==> src/rtl/trap_ctrl.sv <==
// ---------------------------------------------------------------------------
// trap_ctrl
//
// Purpose:
//    Trap sequencer for the commit stage. An exception or a return-from-trap
//    in the committing instruction starts a fixed sequence:
//    1. Flush the backend for a minimum number of cycles.
//    2. Wait for the backend to drain.
//    3. Present a redirect to fetch until fetch accepts it.
//    The sequencer records the exception PC and cause so that a later
//    return-from-trap can jump back.
//
// Port summary:
//    clk               single clock
//    reset_            synchronous, active-low reset
//    commit_exp_       active-low: committing instruction raised an exception
//    commit_exp_code   exception code of the committing instruction
//    commit_pc         PC of the committing instruction
//    commit_mret_      active-low: committing instruction is a return-from-trap
//    exp_handler_pc    handler target, valid while commit_exp_ is low
//    backend_empty     high once every in-flight backend instruction is squashed
//    fetch_ready       high when fetch accepts a redirect this cycle
//    exp_flush_        active-low backend flush
//    fetch_redirect_   active-low redirect valid
//    fetch_redirect_pc redirect target
//    trap_busy_        active-low: commit stage must not retire
//    epc               saved exception PC
//    cause             saved exception code
// ---------------------------------------------------------------------------

`ifndef AddrWidth
`define AddrWidth 32
`endif

package trap_pkg;

   // Exception codes. All-zero means "no exception".
   typedef enum logic [3:0] {
      EXP_NONE           = 4'd0,
      EXP_INSTR_MISALIGN = 4'd1,
      EXP_INSTR_FAULT    = 4'd2,
      EXP_ILLEGAL        = 4'd3,
      EXP_BREAK          = 4'd4,
      EXP_LOAD_FAULT     = 4'd5,
      EXP_STORE_FAULT    = 4'd6,
      EXP_ECALL          = 4'd7
   } ExpCode_t;

endpackage

module trap_ctrl
   import trap_pkg::*;
#(
   parameter int ADDR      = `AddrWidth,
   parameter int FLUSH_CYC = 2
) (
   input  logic            clk,
   input  logic            reset_,
   input  logic            commit_exp_,
   input  ExpCode_t        commit_exp_code,
   input  logic [ADDR-1:0] commit_pc,
   input  logic            commit_mret_,
   input  logic [ADDR-1:0] exp_handler_pc,
   input  logic            backend_empty,
   input  logic            fetch_ready,
   output logic            exp_flush_,
   output logic            fetch_redirect_,
   output logic [ADDR-1:0] fetch_redirect_pc,
   output logic            trap_busy_,
   output logic [ADDR-1:0] epc,
   output ExpCode_t        cause
);

   typedef enum logic [1:0] {
      IDLE     = 2'd0,
      FLUSH    = 2'd1,
      DRAIN    = 2'd2,
      REDIRECT = 2'd3
   } State_t;

   // The counter is loaded with FLUSH_CYC-1 on entry to FLUSH. FLUSH is left
   // on the edge where the counter reads zero. That gives exactly FLUSH_CYC
   // cycles in FLUSH.
   localparam logic [3:0] FlushLoad = 4'(FLUSH_CYC - 1);

   State_t          state_q,  state_d;
   logic [3:0]      cnt_q,    cnt_d;
   logic [ADDR-1:0] epc_q,    epc_d;
   ExpCode_t        cause_q,  cause_d;
   logic [ADDR-1:0] target_q, target_d;
   logic            flush_q,  flush_d;
   logic            busy_q,   busy_d;
   logic            redir_q,  redir_d;

   // Next-state and next-output logic.
   // Each output is computed together with the state it belongs to. When it
   // is registered, it changes on the same edge as the state. For example,
   // flush and busy drop on the edge that enters FLUSH and rise on the edge
   // that leaves REDIRECT.
   // Commit requests are only looked at in IDLE. Because REDIRECT always
   // returns to IDLE first, a commit presented during the return cycle is
   // never sampled.
   always_comb begin
      state_d  = state_q;
      cnt_d    = cnt_q;
      epc_d    = epc_q;
      cause_d  = cause_q;
      target_d = target_q;
      flush_d  = flush_q;
      busy_d   = busy_q;
      redir_d  = redir_q;

      case (state_q)
         IDLE: begin
            if (!commit_exp_) begin
               // The exception wins over a simultaneous return-from-trap.
               epc_d    = commit_pc;
               cause_d  = commit_exp_code;
               target_d = exp_handler_pc;
               cnt_d    = FlushLoad;
               flush_d  = 1'b0;
               busy_d   = 1'b0;
               state_d  = FLUSH;
            end else if (!commit_mret_) begin
               // Return-from-trap jumps back to the saved PC.
               // The saved PC and cause are left unchanged.
               target_d = epc_q;
               cnt_d    = FlushLoad;
               flush_d  = 1'b0;
               busy_d   = 1'b0;
               state_d  = FLUSH;
            end
         end

         FLUSH: begin
            if (cnt_q == 4'd0) begin
               state_d = DRAIN;
            end else begin
               cnt_d = cnt_q - 4'd1;
            end
         end

         DRAIN: begin
            if (backend_empty) begin
               redir_d = 1'b0;
               state_d = REDIRECT;
            end
         end

         REDIRECT: begin
            if (fetch_ready) begin
               redir_d = 1'b1;
               flush_d = 1'b1;
               busy_d  = 1'b1;
               state_d = IDLE;
            end
         end

         default: begin
            state_d = IDLE;
         end
      endcase
   end

   // State and output registers.
   // Reset aborts any trap in progress and returns every output to idle.
   // The redirect output drops at once, so no redirect can follow.
   always_ff @(posedge clk) begin
      if (!reset_) begin
         state_q  <= IDLE;
         cnt_q    <= 4'd0;
         epc_q    <= '0;
         cause_q  <= EXP_NONE;
         target_q <= '0;
         flush_q  <= 1'b1;
         busy_q   <= 1'b1;
         redir_q  <= 1'b1;
      end else begin
         state_q  <= state_d;
         cnt_q    <= cnt_d;
         epc_q    <= epc_d;
         cause_q  <= cause_d;
         target_q <= target_d;
         flush_q  <= flush_d;
         busy_q   <= busy_d;
         redir_q  <= redir_d;
      end
   end

   assign exp_flush_        = flush_q;
   assign trap_busy_        = busy_q;
   assign fetch_redirect_   = redir_q;
   assign fetch_redirect_pc = target_q;
   assign epc               = epc_q;
   assign cause             = cause_q;

endmodule

==> config.mk <==
export PLATFORM = sky130hd
export DESIGN_NAME = trap_ctrl
export DESIGN_NICKNAME = d
export VERILOG_FILES = /design/src/rtl/trap_ctrl.sv
export SDC_FILE = /design/constraint.sdc
export NUM_CORES = 1
export LEC_CHECK = 0
export CAP_MARGIN = 20
export CORE_MARGIN = 2
export CORE_UTILIZATION = 45
export DETAILED_ROUTE_END_ITERATION = 12
export PLACE_DENSITY_LB_ADDON = 0.1
export SYNTH_ARGS = -nofsm -noshare
export SYNTH_HDL_FRONTEND = slang
export SYNTH_SLANG_ARGS = --single-unit
==> constraint.sdc <==
create_clock -name clk -period 2.95 [get_ports clk]
set_input_delay 0.885 -clock clk [delete_from_list [all_inputs] [get_ports clk]]
set_output_delay 0.885 -clock clk [all_outputs]
set_load 0.02 [all_outputs]
==> out/qor.csv, run 1 <==
metric,value,unit
synth_seq_cells,76,
tritoncts.num_buffers,9,
synthesized_net_count,442,
setup_violations,0,
critPathSlowestCell,sky130_fd_sc_hd__clkdlybuf4s50_1,
core_area,6830,µm²
post_layout_nonfiller_instances,597,
worst-slew-pin-transition,0.468,ns
cp.buffers_inverters,1,
hold_buffers,0,
max_frequency,0.448,GHz
leakage,1.94,nW
full_die_area,7810,µm²
yosysWarnings,0,
global_route.peak_usage_layer,met2,
max_stage_delay,0.63,ns
worst_ep_arrival_time,1.35,ns
route.detailed.wl_per_inst,14.3,µm
post_cts_setup_buffer_count,0,
timing.final.crit_period,2.23,ns
fillerInstances,555,
status,finished clean,
first_global_vias,2820,
final_net_count,576,
floorplan.initialDensity,46.9,%
power_density,867,nW/µm²
clk_sinks,76,
hold_path_depth,2,
gr-usage-met1,25.9,%
number_of_unique_standard_cell_types_used_by_synthesis,36,
register_area,1520,µm²
final_layout_size_suffix_gt1_share,5.99,%
multiInputGateArea,1530,µm²
dp_cells,581,
avgSynthCellArea,8.85,µm²
seq_area_frac_synth,47.5,%
netlist_instances,362,
gp_routability_congestion,0.756,
path_clk_slew,0.08,ns
area_growth_syn_to_layout,54.5,%
cts_tree,built,
post_cts_resize_count,0,
yosys-mux-area-fraction,10.3,%
synth_compound_area_share,17.8,%
initialDrtViolationCount,123,
worst_hold_slack,0.462,ns
antenna_found_initial,0,
crit_type,register to primary output,
detailed_place.area,4700,µm²
cp_max_fo,3,
die_y,88.4,µm
cp.required,2.07,ns
grt_use_met2,36.9,%
clock_insertion_delay_worst_skew,0.34,ns
synth.cell_area,3200,µm²
max-vdd-ir-drop,509,µV
crit_chain,clkdlybuf4s50_1,
antenna_violating_nets_post_route,0,
diode_count,0,
clock_skew,0.00661,ns
synth_adder_area_share,2.34,%
postRouteWirelength,8540,µm
grt_max_degree,72,
critical-path-top-delay-family,buffers and inverters,
max_cap_violations,0,
crit_cells,1,
worstSetupEndpointType,primary output,
port-buffer-count,144,
worst_r2r_path_depth,6,
type_of_element_launching_the_critical_path,register,
grt_first_pass_wirelength,13300,µm
drv_slew,0,
grt.overflow.total,0,
clock_tree.htree_level_count,3,
drcViolationCount,0,
clk_path_buf_depth,2,
grt_setup_unrepaired,no,
die_width,88.4,µm
grtUsageMet3,8.21,%
row_count,30,
detail_route.vias_per_cell,5.01,
io-pin-count,145,
synth_simple_gate_area_share,16.7,%
clock_tree.root_cell,sky130_fd_sc_hd__clkbuf_8,
synth_xor_area_share,0,%
postLayoutCellArea,4950,µm²
max_slew_margin,68.8,%
final.setup.tns,0,ns
finalPower,4.29,mW
drtPass1Iterations,4,
hold_violations,0,
grt_usage,22.0,%
min_path_type,register to register,
hpwl_after_dpl,6050,µm
dr_total_vias,2990,
synth_top_family_by_area,compound AO/OA/AOI/OAI gates,
finalCritPeriodShare,75.6,%
cell usage after synthesis, drive strengths merged:
master	count	area, µm²
a21boi	1	7.51
and4	1	8.76
or3b	1	11.3
o21ai	1	5.00
a221o	1	10.0
a31oi	1	6.26
buf	22	123
a2111oi	1	27.5
nor2	35	131
a21oi	37	185
nor3b	2	15.0
o41ai	1	8.76
nor2b	5	31.3
a211oi	33	248
and3	2	12.5
o311a	1	10.0
or4	1	7.51
a211o	1	8.76
clkbuf	7	26.3
o311ai	1	8.76
nand2b	1	6.26
a2111o	1	11.3
inv	6	22.5
o211a	1	10.0
nand3	1	5.00
nand2	76	285
o32ai	1	8.76
ha	6	75.1
o31ai	2	15.0
nand4	1	6.26
and2	1	6.26
dfxtp	76	1520
nand3b	1	7.51
mux2i	33	330
metrics by stage:
stage               util [%]  worst slack, ns
floorplan                  -             1.15
global placement        68.8            0.611
detailed placement      68.8            0.577
CTS                     72.5            0.705
global route            72.5            0.658
finish                  72.5            0.719
where the power goes:
group / total (mW) / switching [mW] / leakage [nW] / internal, mW
logic: 1.85 / 0.994 / 1.19 / 0.853
clock network: 0.967 / 0.399 / 0.120 / 0.568
registers: 1.48 / 0.173 / 0.626 / 1.30
state kept, by name, summed over array words and instances (netlist names):
signal / count
cause: 4
fetch_redirect_: 1
trap_busy_: 1
state_q: 2
epc: 32
cnt_q: 4
fetch_redirect_pc: 32
cell families after synthesis:
family,after synthesis
AND/OR/NAND/NOR,128
AO/OA/AOI/OAI,84
flip-flops,76
buffers and inverters,35
multiplexers,33
adder cells (fa/ha/maj),6
layout make-up:
class	count	share of cell area, %
Clock buffer	9	2.50
Tap cell	96	2.43
Timing Repair Buffer	152	30.5
Clock inverter	7	2.50
Inverter	6	0.455
Multi-Input combinational cell	251	30.9
Sequential cell	76	30.7
metal layers:
| layer | part of all wire (%) | vias up |
|---|---|---|
| met5 | 0 | - |
| met3 | 9.5 | 11 |
| li1 | - | 1518 |
| met1 | 41 | 1351 |
| met4 | 1.5 | 0 |
| met2 | 48 | 110 |
worst paths after layout:
| path | to | slack (ns) | startpoint |
|---|---|---|---|
| max | epc[21] | 0.72 | epc[21]$_SDFFE_PN0P_ |
| min | cause[1]$_SDFFE_PN0P_ | 0.46 | cause[1]$_SDFFE_PN0P_ |
| max reg2reg | fetch_redirect_pc[15]$_SDFFE_PN0P_ | 1.17 | state_q[1]$_SDFFE_PN0P_ |
| min reg2reg | cause[1]$_SDFFE_PN0P_ | 0.46 | cause[1]$_SDFFE_PN0P_ |
cell usage in the layout, fill, tap and decap left out, drive strengths merged, types with 2 or more instances in the layout:
cell and count:
o31ai 2, nor2 35, nor2b 5, buf 9, mux2i 33, clkinv 2
and3 2, clkdlybuf4s50 143, a211oi 33, a21oi 37, bufinv 3, nand2 76
dfxtp 76, ha 6, nor3b 2, clkbuf 9, inv 7
No activity file was read; power rests on OpenSTA's default activity.
==> run 2, diff against run 1 <==
--- a/config.mk
+++ b/config.mk
@@ -7,7 +7,7 @@
 export LEC_CHECK = 0
 export CAP_MARGIN = 20
 export CORE_MARGIN = 2
-export CORE_UTILIZATION = 45
+export CORE_UTILIZATION = 42
 export DETAILED_ROUTE_END_ITERATION = 12
 export PLACE_DENSITY_LB_ADDON = 0.1
 export SYNTH_ARGS = -nofsm -noshare
==> constraint.sdc (replaced) <==
create_clock -name clk -period 2.23 [get_ports clk]
set_input_delay 0.669 -clock clk [delete_from_list [all_inputs] [get_ports clk]]
set_output_delay 0.669 -clock clk [all_outputs]
set_load 0.02 [all_outputs]
==> run 2 against run 1 <==
Against the previous run:
- cell area rose by 0.35%
- largest cell class is now non-clock buffers
- non-clock buffer count grew 4
- first-iteration DRC count down 7.3%
- clock skew increased by 0.0020 ns
==> out/qor.csv, run 2 (synthesis gave the netlist of run 1 again) <==
metric,value,unit,change
max_frequency,0.497,GHz,
cp.buffers_inverters,1,,unchanged
clock_skew,0.00863,ns,+0.00202 ns
drv_slew,0,,unchanged
detailed_place.area,4740,µm²,+0.88%
max-vdd-ir-drop,590,µV,+16%
floorplan.initialDensity,43.7,%,-3.2 points
full_die_area,8340,µm²,+6.8%
layout.cells.most_common,sky130_fd_sc_hd__clkdlybuf4s50_1,,
type_of_element_launching_the_critical_path,register,,
max_cap_violations,0,,unchanged
drcViolationCount,0,,unchanged
antenna_found_initial,0,,unchanged
layout_common_cells,"sky130_fd_sc_hd__clkdlybuf4s50_1, sky130_fd_sc_hd__nand2_1, sky130_fd_sc_hd__dfxtp_1, sky130_fd_sc_hd__a21oi_1, sky130_fd_sc_hd__nor2_1",,
final_net_count,580,,+0.69%
power_density,1130,nW/µm²,+30%
regToRegStartpoint,cnt_q[0]$_SDFFE_PN0P_,,
cp.required,1.56,ns,-0.51 ns
hold_buffers,0,,unchanged
worstSetupEndpointType,primary output,,
postRouteWirelength,8740,µm,+2.3%
hpwl_after_dpl,6120,µm,+1.1%
finalCritPeriodShare,90.2,%,
hold_violations,0,,unchanged
diode_count,0,,unchanged
clk_path_buf_depth,2,,unchanged
die_width,91.3,µm,+3.4%
drtPass1Iterations,4,,unchanged
setup_violations,0,,unchanged
cts_tree,built,,
cp_max_fo,3,,unchanged
die_y,91.3,µm,+3.4%
min_path_type,register to register,,
first_global_vias,2880,,+2.1%
detail_route.vias_per_cell,4.99,,-0.40%
clock_tree.root_cell,sky130_fd_sc_hd__clkbuf_8,,
tritoncts.num_buffers,9,,unchanged
final.setup.tns,0,ns,unchanged
grt_first_pass_wirelength,14300,µm,+7.7%
worst_ep_arrival_time,1.34,ns,about the same
postLayoutCellArea,4970,µm²,+0.35%
antenna_violating_nets_post_route,0,,unchanged
area_growth_syn_to_layout,55.1,%,
status,finished clean,,
post_cts_resize_count,0,,unchanged
path_clk_slew,0.08,ns,about the same
max_slew_margin,72.4,%,+3.6 points
grt_setup_unrepaired,no,,
leakage,1.95,nW,+0.60%
fillerInstances,593,,+6.8%
post_cts_setup_buffer_count,0,,unchanged
critical-path-top-delay-family,buffers and inverters,,
max_stage_delay,0.63,ns,about the same
gp_routability_congestion,0.793,,+4.9%
clock_insertion_delay_worst_skew,0.34,ns,about the same
grt_usage,21.4,%,-0.58 points
row_count,31,,+3.3%
dr_total_vias,3013,,+0.77%
route.detailed.wl_per_inst,14.5,µm,+1.1%
critPathSlowestCell,sky130_fd_sc_hd__clkdlybuf4s50_1,,
port-buffer-count,144,,unchanged
initialDrtViolationCount,114,,-7.3%
final_layout_size_suffix_gt1_share,6.73,%,+0.74 points
core_area,7330,µm²,+7.3%
grt.overflow.total,0,,unchanged
timing.hold.worst.start,cause[0]$_SDFFE_PN0P_,,
crit_type,register to primary output,,
grt_max_degree,43,,-40%
clk_sinks,76,,unchanged
io-pin-count,145,,unchanged
timing.critical_path.from,epc[15]$_SDFFE_PN0P_,,
worst-slew-pin-transition,0.414,ns,-0.0541 ns
clock_tree.htree_level_count,3,,unchanged
crit_chain,clkdlybuf4s50_1,,
timing.final.crit_period,2.01,ns,
run 2: cell count changes in the layout (fill, tap and decap cells not counted):
cell / before / now
sky130_fd_sc_hd__bufinv_16: 3 / 2
sky130_fd_sc_hd__nor2b_4: 1 / 0
sky130_fd_sc_hd__clkbuf_8: 9 / 10
sky130_fd_sc_hd__clkinv_2: 0 / 2
sky130_fd_sc_hd__clkinv_4: 2 / 0
sky130_fd_sc_hd__nor2b_2: 0 / 1
sky130_fd_sc_hd__buf_12: 1 / 2
sky130_fd_sc_hd__buf_4: 7 / 10
run 2: worst paths after layout:
path	to	slack, ns	depth (start not counted)
setup / recovery	epc[15]	0.22	1
setup reg to reg	state_q[1]$_SDFFE_PN0P_	0.45	5
hold reg to reg	cause[0]$_SDFFE_PN0P_	0.46	2
hold / removal	cause[0]$_SDFFE_PN0P_	0.46	2
run 2: layer usage:
metal | GRT usage, % | up-vias | share of wire, %
met4 | 7.32 | 0 | 0.87
li1 | - | 1527 | -
met2 | 34.6 | 105 | 46
met1 | 26.5 | 1375 | 44
met3 | 7.80 | 6 | 9.2
met5 | 0 | - | 0
run 2: stage by stage:
stage / utilization, % / hold slack, ns / worst slack, ns / cells / power (mW)
after floorplan: - / 0.464 / 0.637 / 362 / 3.39
final: 67.8 / 0.456 / 0.218 / 604 / 5.59
after global placement: 64.7 / 0.443 / 0.185 / 588 / 4.40
after CTS: 67.8 / 0.458 / 0.204 / 604 / 5.64
after global routing: 67.8 / 0.488 / 0.149 / 604 / 5.96
after detailed placement: 64.7 / 0.447 / 0.152 / 588 / 4.46
run 2: layout make-up:
type                            count  area [µm²]  share of cell area, %
Clock buffer                       10         138                   2.77
Clock inverter                      6        86.3                   1.74
Inverter                            6        22.5                  0.453
Multi-Input combinational cell    251        1520                   30.7
Sequential cell                    76        1520                   30.6
Tap cell                           99         124                   2.49
Timing Repair Buffer              156        1550                   31.2
run 2: where the power goes:
part           switching [mW]  internal [mW]  leakage [nW]  total, mW
clock                   0.508          0.661         0.113       1.17
sequential              0.230           1.73         0.626       1.96
combinational            1.31           1.16          1.21       2.47
